$ cat src/rtl/csr_rmw_unit_pkg.sv
// CSR read-modify-write sequencer: shared types, CSR map constants
// and the bitwise update rule.
package csr_rmw_unit_pkg;

  localparam int CSR_ADDR_W = 12;
  localparam int XLEN       = 32;

  localparam logic [CSR_ADDR_W-1:0] CSR_REG_MSTATUS  = 12'h300;
  localparam logic [CSR_ADDR_W-1:0] CSR_REG_MSCRATCH = 12'h340;
  localparam logic [CSR_ADDR_W-1:0] CSR_REG_MEPC     = 12'h341;
  localparam logic [CSR_ADDR_W-1:0] CSR_REG_CYCLE    = 12'hC00;
  localparam logic [CSR_ADDR_W-1:0] CSR_REG_INSTRET  = 12'hC02;

  typedef enum logic [1:0] {
    CSR_OP_RW   = 2'b00,
    CSR_OP_RS   = 2'b01,
    CSR_OP_RC   = 2'b10,
    CSR_OP_RSVD = 2'b11
  } csr_op_t;

  typedef enum logic [1:0] {
    ST_IDLE,
    ST_READ,
    ST_WRITE,
    ST_RESP
  } csr_rmw_state_t;

  // Top two address bits 2'b11 mark the read-only CSR space.
  function automatic logic csr_is_readonly(
    input logic [CSR_ADDR_W-1:0] addr
  );
    return addr[CSR_ADDR_W-1 -: 2] == 2'b11;
  endfunction

  function automatic logic [XLEN-1:0] csr_next_value(
    input csr_op_t         op,
    input logic [XLEN-1:0] old,
    input logic [XLEN-1:0] wdata
  );
    logic [XLEN-1:0] nv;
    nv = old;
    unique case (1'b1)
      op == CSR_OP_RW: nv = wdata;
      op == CSR_OP_RS: nv = old | wdata;
      op == CSR_OP_RC: nv = old & ~wdata;
      default:         nv = old;
    endcase
    return nv;
  endfunction

endpackage

$ cat src/rtl/csr_rmw_unit.sv
// Single-transaction CSR sequencer: READ, optional one-cycle WRITE,
// then hold the old value as a response until it is consumed.
module csr_rmw_unit
  import csr_rmw_unit_pkg::*;
#(
  parameter int CSR_ADDR_W = 12,
  parameter int XLEN       = 32
) (
  input  logic                  clk_i,
  input  logic                  reset_ni,
  input  logic                  req_valid_i,
  output logic                  req_ready_o,
  input  logic [1:0]            req_op_i,
  input  logic [CSR_ADDR_W-1:0] req_addr_i,
  input  logic [XLEN-1:0]       req_wdata_i,
  input  logic                  req_src_nz_i,
  output logic                  resp_valid_o,
  input  logic                  resp_ready_i,
  output logic [XLEN-1:0]       resp_rdata_o,
  output logic                  resp_illegal_o,
  output logic [CSR_ADDR_W-1:0] csr_sel_o,
  output logic [XLEN-1:0]       csr_din_o,
  output logic                  csr_we_o,
  input  logic [XLEN-1:0]       csr_dout_i
);

  csr_rmw_state_t        state_q, state_d;
  csr_op_t               op_q, op_d;
  logic [CSR_ADDR_W-1:0] addr_q, addr_d;
  logic [XLEN-1:0]       wdata_q, wdata_d;
  logic                  src_nz_q, src_nz_d;
  logic [XLEN-1:0]       old_q, old_d;
  logic [XLEN-1:0]       new_q, new_d;
  logic                  illegal_q, illegal_d;

  logic write_eff;
  logic illegal;

  assign write_eff = (op_q == CSR_OP_RW) || src_nz_q;
  assign illegal   = (op_q == CSR_OP_RSVD) ||
                     (write_eff && csr_is_readonly(addr_q));

  always_ff @(posedge clk_i or negedge reset_ni) begin
    if (!reset_ni) begin
      state_q   <= ST_IDLE;
      op_q      <= CSR_OP_RW;
      addr_q    <= '0;
      wdata_q   <= '0;
      src_nz_q  <= 1'b0;
      old_q     <= '0;
      new_q     <= '0;
      illegal_q <= 1'b0;
    end else begin
      state_q   <= state_d;
      op_q      <= op_d;
      addr_q    <= addr_d;
      wdata_q   <= wdata_d;
      src_nz_q  <= src_nz_d;
      old_q     <= old_d;
      new_q     <= new_d;
      illegal_q <= illegal_d;
    end
  end

  always_comb begin
    state_d        = state_q;
    op_d           = op_q;
    addr_d         = addr_q;
    wdata_d        = wdata_q;
    src_nz_d       = src_nz_q;
    old_d          = old_q;
    new_d          = new_q;
    illegal_d      = illegal_q;
    req_ready_o    = 1'b0;
    resp_valid_o   = 1'b0;
    resp_rdata_o   = '0;
    resp_illegal_o = 1'b0;
    csr_sel_o      = '0;
    csr_din_o      = '0;
    csr_we_o       = 1'b0;

    unique case (state_q)
      ST_IDLE: begin
        req_ready_o = 1'b1;
        if (req_valid_i) begin
          op_d     = csr_op_t'(req_op_i);
          addr_d   = req_addr_i;
          wdata_d  = req_wdata_i;
          src_nz_d = req_src_nz_i;
          state_d  = ST_READ;
        end
      end
      ST_READ: begin
        csr_sel_o = addr_q;
        old_d     = csr_dout_i;
        new_d     = csr_next_value(op_q, csr_dout_i, wdata_q);
        illegal_d = illegal;
        state_d   = (write_eff && !illegal) ? ST_WRITE : ST_RESP;
      end
      ST_WRITE: begin
        csr_sel_o = addr_q;
        csr_din_o = new_q;
        csr_we_o  = 1'b1;
        state_d   = ST_RESP;
      end
      ST_RESP: begin
        csr_sel_o      = addr_q;
        resp_valid_o   = 1'b1;
        resp_rdata_o   = illegal_q ? '0 : old_q;
        resp_illegal_o = illegal_q;
        if (resp_ready_i) begin
          state_d = ST_IDLE;
        end
      end
      default: state_d = ST_IDLE;
    endcase
  end

endmodule

$ cat config.mk
export PLATFORM = sky130hd
export DESIGN_NAME = csr_rmw_unit
export DESIGN_NICKNAME = d
export VERILOG_FILES = /design/src/rtl/csr_rmw_unit_pkg.sv /design/src/rtl/csr_rmw_unit.sv
export SDC_FILE = /design/constraint.sdc
export NUM_CORES = 1
export LEC_CHECK = 0
export ABC_AREA = 1
export BUFFER_PORTS_ARGS = -buffer_cell sky130_fd_sc_hd__buf_2
export CAP_MARGIN = 20
export CORE_ASPECT_RATIO = 0.9
export CORE_MARGIN = 2
export CORE_UTILIZATION = 53
export CTS_BUF_LIST = sky130_fd_sc_hd__clkbuf_4 sky130_fd_sc_hd__clkbuf_8
export DETAILED_ROUTE_END_ITERATION = 8
export PLACE_DENSITY = 0.82
export SETUP_SLACK_MARGIN = 0.05
export SLEW_MARGIN = 10
export SYNTH_ARGS = -nofsm -noshare
export SYNTH_HDL_FRONTEND = slang
export SYNTH_SLANG_ARGS = --single-unit
$ cat constraint.sdc
create_clock -name clk_i -period 1.8 [get_ports clk_i]
set_clock_uncertainty 0.05 [all_clocks]
set_input_delay 0.18 -clock clk_i [delete_from_list [all_inputs] [get_ports clk_i]]
set_output_delay 0.18 -clock clk_i [all_outputs]
set_load 0.05 [all_outputs]
After elaboration in Yosys (flattened, before gate mapping)
Index checks and enable logic that the tools add are counted.
Word-level totals
  bits in registers: 114
  bits of input ports: 83
  output and inout bits: 80
  word-level logic and storage cells: 43
Operators by class
  eq/ne operators: 9
  multiplexer cells: 13
  bitwise logic cells: 3
  reductions and logical operators: 10
Operators with widths (number)
  $mux W32: 3
  $pmux W32 S3: 1
  $and A32 B32 Y32: 1
  $not A32 Y32: 1
  $or A32 B32 Y32: 1
  $mux W12: 1
  $eq A2 B2 Y1 const B: 5
  $pmux W2 S4: 1
  $mux W1: 5
  $eq A2 B1 Y1 const B: 2
  $logic_not A2 Y1: 2
  $mux W2: 2
  $ne A2 B2 Y1 const B: 2
  $reduce_and A2 Y1: 2
  $reduce_or A3 Y1: 1
  $logic_and A1 B1 Y1: 2
  $logic_or A1 B1 Y1: 2
  $logic_not A1 Y1: 1

Depth between registers and ports, before layout
Gate-level depths: netlist of the first run.
  depth after elaboration: 8
  mapped depth: 10
  depth with buffers taken out: 10

Worst setup path after synthesis of the first run
OpenSTA, ideal clock, no wires.
  kind: reg2out
  start point: reg state_q[0]
  end point: out resp_rdata_o[10]
  arrival time: 1.987 ns
  required time: 1.570 ns
  setup slack: -0.417 ns
  cell stages (with the launch flop): 5
  buffers on the path: 1
  path through: dfrtp_1 > ha_1 > nand2_1 > clkbuf_1 > nor2_1
Between the ends
  longest elaborated chain between the ends: 2
Ends and longest elaborated chain
  start: declaration: line csr_rmw_unit.sv:27  | csr_rmw_state_t state_q, state_d;
  start signal: assignment: line csr_rmw_unit.sv:54  | state_q <= state_d;
  $eq A2 B2 Y1: line csr_rmw_unit.sv:82  | unique case (state_q)
  $mux W32: line csr_rmw_unit.sv:82
  end: declaration: line csr_rmw_unit.sv:19  | output logic [XLEN-1:0] resp_rdata_o,
Every way passes these cells.

Worst setup path in the final report of the first run
  start point: reg state_q[0]
  end point: out csr_din_o[27]
Between the ends
  longest elaborated chain between the ends: 2
Ends and longest elaborated chain
  $eq A2 B2 Y1: line csr_rmw_unit.sv:82
  $mux W32: line csr_rmw_unit.sv:82
  end: declaration: line csr_rmw_unit.sv:22  | output logic [XLEN-1:0] csr_din_o,
Every way passes these cells.

==> results of run 1 <==
## worst min-delay path, cell delays in order
cell	delay (ps)
buf_2	100
nor2_1	100
a21oi_1	60
## final timing paths
kind	endpoint	slack (ps)	depth (start not counted)
min reg2reg	wdata_q[23]$_DFFE_PN0P_	470	1
min	wdata_q[4]$_DFFE_PN0P_	10	3
max reg2reg	state_q[0]$_DFFE_PN0P_	-90	11
max	csr_din_o[27]	-140	6
max in group asynchronous	state_q[1]$_DFFE_PN0P_	910	3
min in group asynchronous	old_q[27]$_DFFE_PN0P_	160	2
## kinds of logic (layout without fill, tap and decap cells)
| group | Yosys count | after routing | share of synthesized area (%) |
|---|---|---|---|
| and+or+nand+nor | 221 | 221 | 16.0 |
| AOI/OAI and AO/OA | 146 | 146 | 14.3 |
| buffers and inverters | 142 | 398 | 11.1 |
| DFF | 114 | 114 | 53.0 |
| muxes | 17 | 17 | 4.61 |
| adders and majority gates | 4 | 4 | 0.931 |
| other | 0 | 1 | 0 |
## timing repair
action                                 4_1_cts  5_1_grt
pin swaps                                    5        0
endpoints found under the hold margin      203        0
cloned                                       3        0
buffers inserted                             3        0
setup endpoints to repair                   78       88
hold buffers                                77        0
gates resized for setup                    174       34
## through the flow
step	hold slack (ps)	std cells	util (%)	setup TNS, ps
6_report	11.3	1027	89.0	-5130
5_1_grt	16.3	1027	89.0	-9230
4_1_cts	0.0403	1026	87.7	-2340
3_5_place_dp	40.7	913	68.8	0
3_3_place_gp	36.0	913	68.8	0
2_1_floorplan	-166	644	-	-37.1
## sequential cells by signal (all words and copies together), names as in the netlist
register   flops
new_q         32
addr_q        12
src_nz_q       1
state_q        2
wdata_q       32
old_q         32
illegal_q      1
op_q           2
## Yosys cell counts (all sizes together)
master	instances
a21oi	94
buf	19
clkbuf	19
dfrtp	114
ha	4
inv	104
mux2	17
nand2	97
nand3	18
nor2	106
o211ai	15
o21ai	37
## where the power goes
group / internal, W / total (W) / leakage, nW / switching (W)
Combinational: 0.00368 / 0.0106 / 2.59 / 0.00688
Sequential: 0.00384 / 0.00460 / 1.30 / 0.000756
Clock: 0.00156 / 0.00255 / 0.220 / 0.000984
Total: 0.00908 / 0.0177 / 4.11 / 0.00862
## metal layers
layer  GRT usage [%]  up-vias  routed length, microns
met5               0        -                       0
met4            18.9        0                     694
met3            9.90       64                    1610
met2            63.6      379                   10500
met1            38.9     2754                    7000
li1                -     2506                       -
## cell type report
class	instances	area, sq um
diodes	1	2.50
inverters	104	503
clock buffers	25	319
flip-flops and latches	114	2860
clock inverters	5	100
fillers	429	1080
well taps	126	158
repair buffers	264	2510
multi-input cells	388	2250
==> key figures, run 1 <==
Status
  – Outcome: complete, but fails checks
  – Failing checks: setup timing

STA
  – Max-slew violations: 0
  – Final Cycle Share: 108%
  – Slew at the pin with the worst max-slew slack: 421 ps
  – Fin. Hold Viols: 0
  – # setup viols final: 80
  – FMAX: 516 MHz
  – Tmin final: 1940 ps
  – PnR worst setup slack: -139 ps
  – Relative slew slack: 71.9%
  – Setup repair after global routing missed its margin: true

Clock tree
  – Clock buffer depth: 2
  – CTS root buf: clkbuf_8
  – Clock slew at reported path FFs: 60 ps
  – H-tree depth: 4
  – CTS tree: done
  – Clk_lat worst skew: 420 ps
  – Cts bufs inserted: 17
  – Clock sink count: 114

Global routing
  – Pin count of the biggest net entering global routing: 65
  – First-pass GRT wire length: 29,800 microns
  – Vias in the first global route: 6,059
  – Initial antenna violation count: 1
  – GRT Residual Overflow: 0
  – GRT Total Usage: 36.0%

Power and ir drop
  – Power after layout: 0.0177 W
  – Power Density: 2030 nW/um^2
  – Worst vdd ir: 1480 uV
  – Leakage: 4.11 nW

Setup path
  – Setup CP Type: flip-flop to output pin
  – Largest delay share family, worst path: buffers and inverters
  – Critical path, cell by cell: inv_2, ha_4, buf_12, nand2_1, clkinvlp_4, buf_6
  – Critical Path AT: 1710 ps
  – Worst path max stage delay: 450 ps
  – CP Capture Type: output pin
  – WP data required: 1570 ps
  – Worst-path maximum fanout: 21
  – Crit path max-delay cell type: dfrtp_2
  – Crit path launch type: flip-flop
  – Worst setup startpoint: state_q[0]$_DFFE_PN0P_
  – CP Buf/Inv Count: 4
  – Reg2Reg Launch Point: state_q[1]$_DFFE_PN0P_

Cells and area
  – Commonest non-fill, non-tap cell in the layout: dfrtp_1
  – Fin nets: 976
  – Share of cells above drive strength 1: 35.7%
  – Area Growth Syn to Fin: 61.9%
  – Final design area excluding fillers: 8700 sq um
  – Commonest cells after routing, fill and taps aside: 112 x dfrtp_1, 94 x a21oi_1, 93 x nand2_1

Floorplan
  – Cell Rows: 34
  – Chip Width: 110 microns
  – IO Count: 163
  – Die footprint: 11,000 sq um
  – CORE AREA: 9780 sq um
  – Chip height: 99.6 microns
  – Starting density of the core: 55.0%

Drt
  – Total wire length: 19,800 microns
  – TritonRoute pass-1 iters: 7
  – Via count: 5,703
  – Via/cell ratio: 5.55
  – DRC: 0
  – Routed Antenna Nets: 0
  – Initial DRC count: 401
  – Routed WL per cell: 19.2 microns

Hold path
  – Hold Crit Class: primary input to flip-flop
  – Worst min-delay path startpoint: req_wdata_i[4]

Synth
  – Distinct cells, synth: 19
  – Yosys top cell area share: 53.0%
  – Mapped Area: 5380 sq um
  – Sequential area share after synthesis: 53.0%
  – Cells after Synth: 644
  – Yosys reg bits: 114
  – Avg Cell Area, Syn: 8.35 sq um
  – Synth area leaders: dfrtp_1 53%, a21oi_1 8.7%, nor2_1 7.4%
  – Syn nets: 731
  – Area leader, netlist: dfrtp_1
  – Synthesis Warnings: 0

Placement
  – RD Place Congestion: 0.834
  – Setup WS pre-CTS: 88.1 ps
  – PortBufs: 162
  – DP Area: 6730 sq um
  – Post-DP HPWL: 10,200 microns

Job
  – Max-cap violations: 0
Power figures use the tool's default switching activity.
==> inputs of run 2 (changes only) <==
BUFFER_PORTS_ARGS = not set   (was -buffer_cell sky130_fd_sc_hd__buf_2)
CORE_UTILIZATION = 65   (was 53)
DONT_BUFFER_PORTS = 1   (was not set)
PLACE_DENSITY = 0.81   (was 0.82)
==> key figures, run 2 <==
Status
  – Tool error: [ERROR DPL-0038] Utilization greater than 100%, impossible to legalize
  – Outcome: aborted with a tool error (was complete, but fails checks)
  – Stopping stage: clock tree synthesis

Synth
  – Sequential area share after synthesis: 53.0% (unchanged)
  – Cells after Synth: 644 (unchanged)
  – Yosys top cell area share: 53.0% (unchanged)
  – Synthesis Warnings: 0 (unchanged)
  – Post-synth EDFFs: 0 (unchanged)
  – Syn nets: 731 (unchanged)
  – Most common cell in the netlist: dfrtp_1 (unchanged)
  – Avg Cell Area, Syn: 8.35 sq um (unchanged)
  – Top FF cell, synth: dfrtp_1 (unchanged)
  – Area leader, netlist: dfrtp_1 (unchanged)
  – Mapped Area: 5380 sq um (unchanged)
  – Async SR Flop Fraction: 100% (unchanged)
  – Synth area leaders: dfrtp_1 53%, a21oi_1 8.7%, nor2_1 7.4% (unchanged)
  – Distinct cells, synth: 19 (unchanged)
  – Yosys reg bits: 114 (unchanged)
  – Top cells by count, synth: 114 x dfrtp_1, 106 x nor2_1, 102 x inv_1 (unchanged)

Floorplan
  – Starting density of the core: 67.0% (was 55.0%)
  – Chip height: 90.3 microns (was 99.6 microns)
  – Chip Width: 99.9 microns (was 110 microns)
  – Cell Rows: 31 (was 34)
  – IO Count: 163 (unchanged)

Placement
  – Post-DP HPWL: 9240 microns (was 10,200 microns)
  – PortBufs: 0 (was 162)
  – RD Place Congestion: 0.867 (was 0.834)

Clock tree
  – CTS root buf: clkbuf_8 (unchanged)
  – CTS Hold Bufs: 80 (was 77)
  – H-tree depth: 4 (unchanged)
  – Clock buffer depth: 2 (unchanged)
  – Clock sink count: 114 (unchanged)
  – Cts bufs inserted: 17 (unchanged)
  – Cts repair resizes: 73 (was 174)
  – Post-CTS setup buffer count: 5 (was 3)
-- run 2: cell counts after synthesis --
Identical to the previous run, type by type.
-- run 2: cells by family after synthesis --
group	Yosys count	share of synthesized area (%)
adder cells (fa/ha/maj)	4	0.931
AO/OA/AOI/OAI	146	14.3
flip-flops	114	53.0
AND/OR/NAND/NOR	221	16.0
buffers and inverters	142	11.1
multiplexers	17	4.61
-- run 2: per-stage QoR --
step / setup slack (ps) / cells / util (%) / cell area (sq um) / hold WS (ps)
after floorplan: -18.5 / 644 / - / 5760 / -166
after global placement: 254 / 768 / 82.9 / 6650 / -164
after detailed placement: 127 / 768 / 82.9 / 6650 / -164
==> inputs of run 3 (changes only) <==
CORE_ASPECT_RATIO = not set   (was 0.9)
CORE_UTILIZATION = 40   (was 65)
CTS_BUF_LIST = not set   (was sky130_fd_sc_hd__clkbuf_4 sky130_fd_sc_hd__clkbuf_8)
PLACE_DENSITY = not set   (was 0.81)
PLACE_DENSITY_LB_ADDON = 0.15   (was not set)
SETUP_SLACK_MARGIN = not set   (was 0.05)
==> key figures, run 3 (synthesized netlist as in run 1, its figures left out) <==
Global routing
  – GRT Residual Overflow: 0
  – Vias in the first global route: 4,886
  – Pin count of the biggest net entering global routing: 115
  – Initial antenna violation count: 0
  – First-pass GRT wire length: 24,400 microns
  – GRT Total Usage: 21.8%

Power and ir drop
  – Net Switching: 0.00818 W
  – Clock power frac: 17.4%
  – Power Density: 2080 nW/um^2
  – Sequential Power Share: 24.5%
  – Total internal power: 0.0102 W
  – Leakage: 4.13 nW
  – Combinational Power Share: 58.1%
  – Worst vdd ir: 1600 uV
  – Switch share: 44.4%

Cells and area
  – Core Util, Final: 67.1%
  – Fill cells: 1,030
  – Non-Filler Instances: 991
  – Area Growth Syn to Fin: 64.6%
  – Largest registers: new_q: 32 flops, old_q: 32 flops, wdata_q: 32 flops
  – Fin nets: 889
  – Commonest non-fill, non-tap cell in the layout: dfrtp_1
  – Commonest cells after routing, fill and taps aside: 112 x dfrtp_1, 94 x a21oi_1, 79 x dlygate4sd3_1
  – Share of cells above drive strength 1: 30.6%
  – Final design area excluding fillers: 8850 sq um
  – Ant diodes: 0

STA
  – Max-slew violations: 0
  – # setup viols final: 52
  – Slew at the pin with the worst max-slew slack: 414 ps
  – Relative slew slack: 72.4%
  – Final Cycle Share: 102%
  – Fin. Hold Viols: 114
  – Setup repair after global routing missed its margin: true
  – Min Hold Slack: -587 ps
  – FMAX: 544 MHz
  – PnR worst setup slack: -38.1 ps
  – Tmin final: 1840 ps

Drt
  – Via count: 4,872
  – Initial DRC count: 313
  – Met2 WL: 7660 microns
  – TritonRoute pass-1 iters: 5
  – Routed WL per cell: 15.4 microns
  – Routed Antenna Nets: 0
  – Via/cell ratio: 4.92
  – Total wire length: 15,200 microns
  – DRC: 0
  – Met3 WL post-DR: 847 microns
  – Max layer used: met4
  – WL met1: 6450 microns

Setup path
  – CP Buf/Inv Count: 2
  – Critical Path AT: 1610 ps
  – CP Capture Type: output pin
  – Setup CP Type: flip-flop to output pin
  – WP data required: 1570 ps
  – Worst-path maximum fanout: 10
  – Largest delay share family, worst path: flip-flops
  – Crit path max-delay cell type: dfrtp_2
  – Crit path launch type: flip-flop
  – Critical path, cell by cell: ha_4, nand2_8, buf_16, nor2_4, buf_12
  – Worst path max stage delay: 420 ps
  – R2r setup slk: 90 ps

Floorplan
  – CORE AREA: 13,200 sq um
  – IO Count: 163 (unchanged)
  – Chip Width: 120 microns (was 99.9 microns)
  – Cell Rows: 42 (was 31)
  – Die footprint: 14,400 sq um
  – Chip height: 120 microns (was 90.3 microns)
  – Starting density of the core: 40.8% (was 67.0%)

Status
  – Failing checks: hold timing, setup timing
  – Outcome: complete, but fails checks (was aborted with a tool error)

Placement
  – Dpl cells: 874 (was 768)
  – DP Area: 7190 sq um (was 6650 sq um)
  – PortBufs: 0 (unchanged)
  – RD Place Congestion: 0.780 (was 0.867)
  – Post-DP HPWL: 9590 microns (was 9240 microns)

Job
  – Max-cap violations: 0

Clock tree
  – Clk_lat worst skew: 410 ps
  – H-tree depth: 4 (unchanged)
  – Clock sink count: 114 (unchanged)
  – Cts bufs inserted: 17 (unchanged)
  – Clock slew at reported path FFs: 50 ps
  – CTS tree: done
  – CTS root buf: clkbuf_16 (was clkbuf_8)
  – Clock buffer depth: 2 (unchanged)
  – CTS Hold Bufs: 79 (was 80)

Hold path
  – Hold Crit Class: primary input to async pin
## run 3: final timing paths
path / startpoint / end / cells past startpoint
hold / removal: reset_ni / old_q[30]$_DFFE_PN0P_ / 0
setup / recovery: state_q[0]$_DFFE_PN0P_ / resp_rdata_o[11] / 5
setup reg to reg: state_q[1]$_DFFE_PN0P_ / wdata_q[30]$_DFFE_PN0P_ / 6
hold reg to reg: new_q[19]$_DFFE_PN0P_ / new_q[19]$_DFFE_PN0P_ / 2
min in group clk_i: req_valid_i / state_q[1]$_DFFE_PN0P_ / 3
max in group asynchronous: reset_ni / wdata_q[2]$_DFFE_PN0P_ / 0
## run 3: routing by layer
metal | vias to the layer above | track usage, %
met5 | - | 0
met4 | 0 | 7.57
met3 | 23 | 6.04
met2 | 169 | 36.6
li1 | 2333 | -
met1 | 2347 | 26.9
## run 3: per-stage QoR
stage                     worst slack, ps  power [W]  setup TNS, ps
after global placement                167     0.0140              0
after floorplan                     -18.5     0.0107          -37.1
final                               -38.1     0.0184           -710
after detailed placement              122     0.0143              0
after CTS                           -58.4     0.0182          -2020
after global routing                -90.2     0.0194          -4360
## run 3: what timing repair did
action / in CTS / in global routing
setup buffers: 2 / 1
setup endpoints to repair: 79 / 77
gates cloned: 2 / 1
endpoints found under the hold margin: 225 / 114
gates resized for setup: 28 / 58
pin swaps: 1 / 1
## run 3: layout make-up
| type | count | area, sq um | area share (%) |
|---|---|---|---|
| clock buffers | 28 | 527 | 5.95 |
| clock inverters | 4 | 45.0 | 0.509 |
| inverters | 104 | 397 | 4.48 |
| multi-input cells | 388 | 2320 | 26.3 |
| flip-flops and latches | 114 | 2860 | 32.3 |
| well taps | 176 | 220 | 2.49 |
| repair buffers | 177 | 2480 | 28.0 |
## run 3: power by group through the flow
stage / clock network, W / logic, W / registers, W
after global routing: 0.00340 / 0.0114 / 0.00466
after floorplan: 0 / 0.00645 / 0.00430
after detailed placement: 0 / 0.00984 / 0.00448
after CTS: 0.00326 / 0.0104 / 0.00446
final: 0.00320 / 0.0107 / 0.00452
after global placement: 0 / 0.00961 / 0.00443
==> inputs of run 4 (changes only) <==
CORE_ASPECT_RATIO = 0.7   (was not set)
==> key figures, run 4 (synthesized netlist as in run 1, its figures left out) <==
Clock tree
  – CTS root buf: clkbuf_16 (unchanged)
  – Clk_lat worst skew: 400 ps (was 410 ps)
  – CTS Hold Bufs: 83 (was 79)
  – CTS tree: done (unchanged)
  – Clock buffer depth: 2 (unchanged)
  – Cts bufs inserted: 17 (unchanged)
  – Clock sink count: 114 (unchanged)
  – H-tree depth: 4 (unchanged)
  – Clock slew at reported path FFs: 50 ps (about the same)

Setup path
  – Worst-path maximum fanout: 6 (was 10)
  – Setup CP Type: flip-flop to output pin (unchanged)
  – R2r setup slk: 80 ps (was 90 ps)
  – Crit path launch type: flip-flop (unchanged)
  – End of the worst register-to-register path: wdata_q[31]$_DFFE_PN0P_ (was wdata_q[30]$_DFFE_PN0P_)
  – Path depth of the worst reg2reg path: 6 (unchanged)
  – Worst setup startpoint: state_q[0]$_DFFE_PN0P_ (unchanged)
  – Critical Path Sink: csr_din_o[15] (was resp_rdata_o[11])
  – CP Capture Type: output pin (unchanged)
  – WP data required: 1570 ps (about the same)
  – Reg2Reg Launch Point: state_q[1]$_DFFE_PN0P_ (unchanged)
  – Critical Path AT: 1630 ps (was 1610 ps)

Global routing
  – GRT Total Usage: 24.0% (was 21.8%)
  – Vias in the first global route: 5,170 (was 4,886)
  – Pin count of the biggest net entering global routing: 115 (unchanged)
  – GRT Residual Overflow: 0 (unchanged)
  – Initial antenna violation count: 0 (unchanged)
  – First-pass GRT wire length: 26,700 microns (was 24,400 microns)

STA
  – Fin. Hold Viols: 114 (unchanged)
  – Min Hold Slack: -584 ps (was -587 ps)
  – Slew at the pin with the worst max-slew slack: 442 ps (was 414 ps)
  – PnR worst setup slack: -59.1 ps (was -38.1 ps)
  – # setup viols final: 52 (unchanged)
  – Max-slew violations: 0 (unchanged)
  – Setup repair after global routing missed its margin: true (unchanged)
  – FMAX: 538 MHz (was 544 MHz)
  – Relative slew slack: 70.5% (was 72.4%)
  – Final Cycle Share: 103% (was 102%)
  – Tmin final: 1860 ps (was 1840 ps)

Drt
  – Initial DRC count: 364 (was 313)
  – Total wire length: 17,200 microns (was 15,200 microns)
  – DRC: 0 (unchanged)
  – Via/cell ratio: 5.11 (was 4.92)
  – Via count: 5,084 (was 4,872)
  – TritonRoute pass-1 iters: 5 (unchanged)
  – Routed WL per cell: 17.2 microns (was 15.4 microns)
  – Routed Antenna Nets: 0 (unchanged)

Floorplan
  – Chip height: 101 microns (was 120 microns)
  – IO Count: 163 (unchanged)
  – Die footprint: 14,400 sq um (about the same)
  – CORE AREA: 13,100 sq um (was 13,200 sq um)
  – Chip Width: 143 microns (was 120 microns)
  – Cell Rows: 35 (was 42)
  – Starting density of the core: 40.9% (was 40.8%)

Cells and area
  – Fill cells: 994 (was 1,030)
  – Largest registers: new_q: 32 flops, old_q: 32 flops, wdata_q: 32 flops (unchanged)
  – Commonest cells after routing, fill and taps aside: 112 x dfrtp_1, 94 x a21oi_1, 82 x dlygate4sd3_1 (was 112 x dfrtp_1, 94 x a21oi_1, 79 x dlygate4sd3_1)
  – Fin nets: 904 (was 889)
  – Ant diodes: 0 (unchanged)
  – Share of cells above drive strength 1: 31.6% (was 30.6%)
  – Commonest non-fill, non-tap cell in the layout: dfrtp_1 (unchanged)
  – Core Util, Final: 70.1% (was 67.1%)
  – Area Growth Syn to Fin: 71.3% (was 64.6%)

Power and ir drop
  – Power after layout: 0.0198 W (was 0.0184 W)
  – Leakage: 4.30 nW (was 4.13 nW)
  – Sequential Power Share: 23.1% (was 24.5%)
  – Net Switching: 0.00876 W (was 0.00818 W)
  – Combinational Power Share: 60.6% (was 58.1%)
  – Clock power frac: 16.3% (was 17.4%)
  – Total internal power: 0.0110 W (was 0.0102 W)
  – Worst vdd ir: 1380 uV (was 1600 uV)
  – Switch share: 44.2% (was 44.4%)
  – Power Density: 2150 nW/um^2 (was 2080 nW/um^2)

Placement
  – RD Place Congestion: 0.811 (was 0.780)
  – PortBufs: 0 (unchanged)
  – Post-DP HPWL: 10,400 microns (was 9590 microns)

Status
  – Outcome: complete, but fails checks (unchanged)
  – Failing checks: hold timing, setup timing (unchanged)

Job
  – Max-cap violations: 0 (unchanged)

Hold path
  – Hold Crit Class: primary input to async pin (unchanged)
-- run 4: cell count changes in the layout (fill, tap and decap cells not counted), sizes merged --
cell / delta
clkbuf: -5
buf: +8
clkinv: +3
inv: +1
dlygate4sd3: +3
dlymetal6s4s: +1
clkinvlp: +2
bufinv: +1
-- run 4: area by class of cell --
| cell class | instances | area [sq um] | share of cell area [%] |
|---|---|---|---|
| clock inverters | 11 | 113 | 1.22 |
| multi-input cells | 388 | 2420 | 26.3 |
| inverters | 104 | 405 | 4.40 |
| clock buffers | 20 | 457 | 4.96 |
| repair buffers | 192 | 2750 | 29.9 |
| flip-flops and latches | 114 | 2860 | 31.0 |
| well taps | 166 | 208 | 2.26 |
-- run 4: power by group through the flow --
stage / Combinational (W) / Clock (W) / Sequential, W
after floorplan: 0.00645 / 0 / 0.00430
final: 0.0120 / 0.00322 / 0.00457
after detailed placement: 0.0104 / 0 / 0.00450
after global routing: 0.0128 / 0.00341 / 0.00470
after CTS: 0.0112 / 0.00329 / 0.00448
after global placement: 0.0102 / 0 / 0.00443
-- run 4: what timing repair did --
item / 4_1_cts / 5_1_grt
resized for setup: 37 / 79
pin swaps: 2 / 15
hold endpoints to repair: 226 / 114
cloned: 2 / 4
setup buffers: 5 / 4
endpoints found under the setup margin: 77 / 79
-- run 4: worst min-delay path by stage --
stage | slack [ps] | from | depth (start not counted) | endpoint
2_1_floorplan | -170 | reset_ni | 0 | addr_q[0]$_DFFE_PN0P_
3_3_place_gp | -160 | reset_ni | 0 | new_q[24]$_DFFE_PN0P_
3_5_place_dp | -160 | reset_ni | 0 | addr_q[3]$_DFFE_PN0P_
4_1_cts | -600 | reset_ni | 0 | wdata_q[17]$_DFFE_PN0P_
5_1_grt | -600 | reset_ni | 0 | addr_q[3]$_DFFE_PN0P_
6_report | -580 | reset_ni | 0 | new_q[25]$_DFFE_PN0P_
-- run 4: critical path, cell delays in order (launching register included) --
cell	delay [ps]
dfrtp_2	440
inv_4	90
ha_4	230
clkbuf_16	190
nand2_1	60
inv_2	70
buf_12	130
-- run 4: layer usage --
metal  global-route usage [%]  up-vias  routed length, microns
met1                     32.9     2506                    7610
li1                         -     2362                       -
met5                        0        -                       0
met3                     6.51       19                    1060
met2                     37.4      197                    8310
met4                     7.62        0                     172
-- run 4: through the flow --
stage	worst slack, ps	area, sq um	TNS [ps]	std cells
after floorplan	-18.5	5650	-37.1	644
after global placement	188	7270	0	866
after detailed placement	110	7270	0	866
after CTS	-77.0	8870	-2210	987
after global routing	-115	9210	-5340	995
final	-59.1	9210	-1130	995
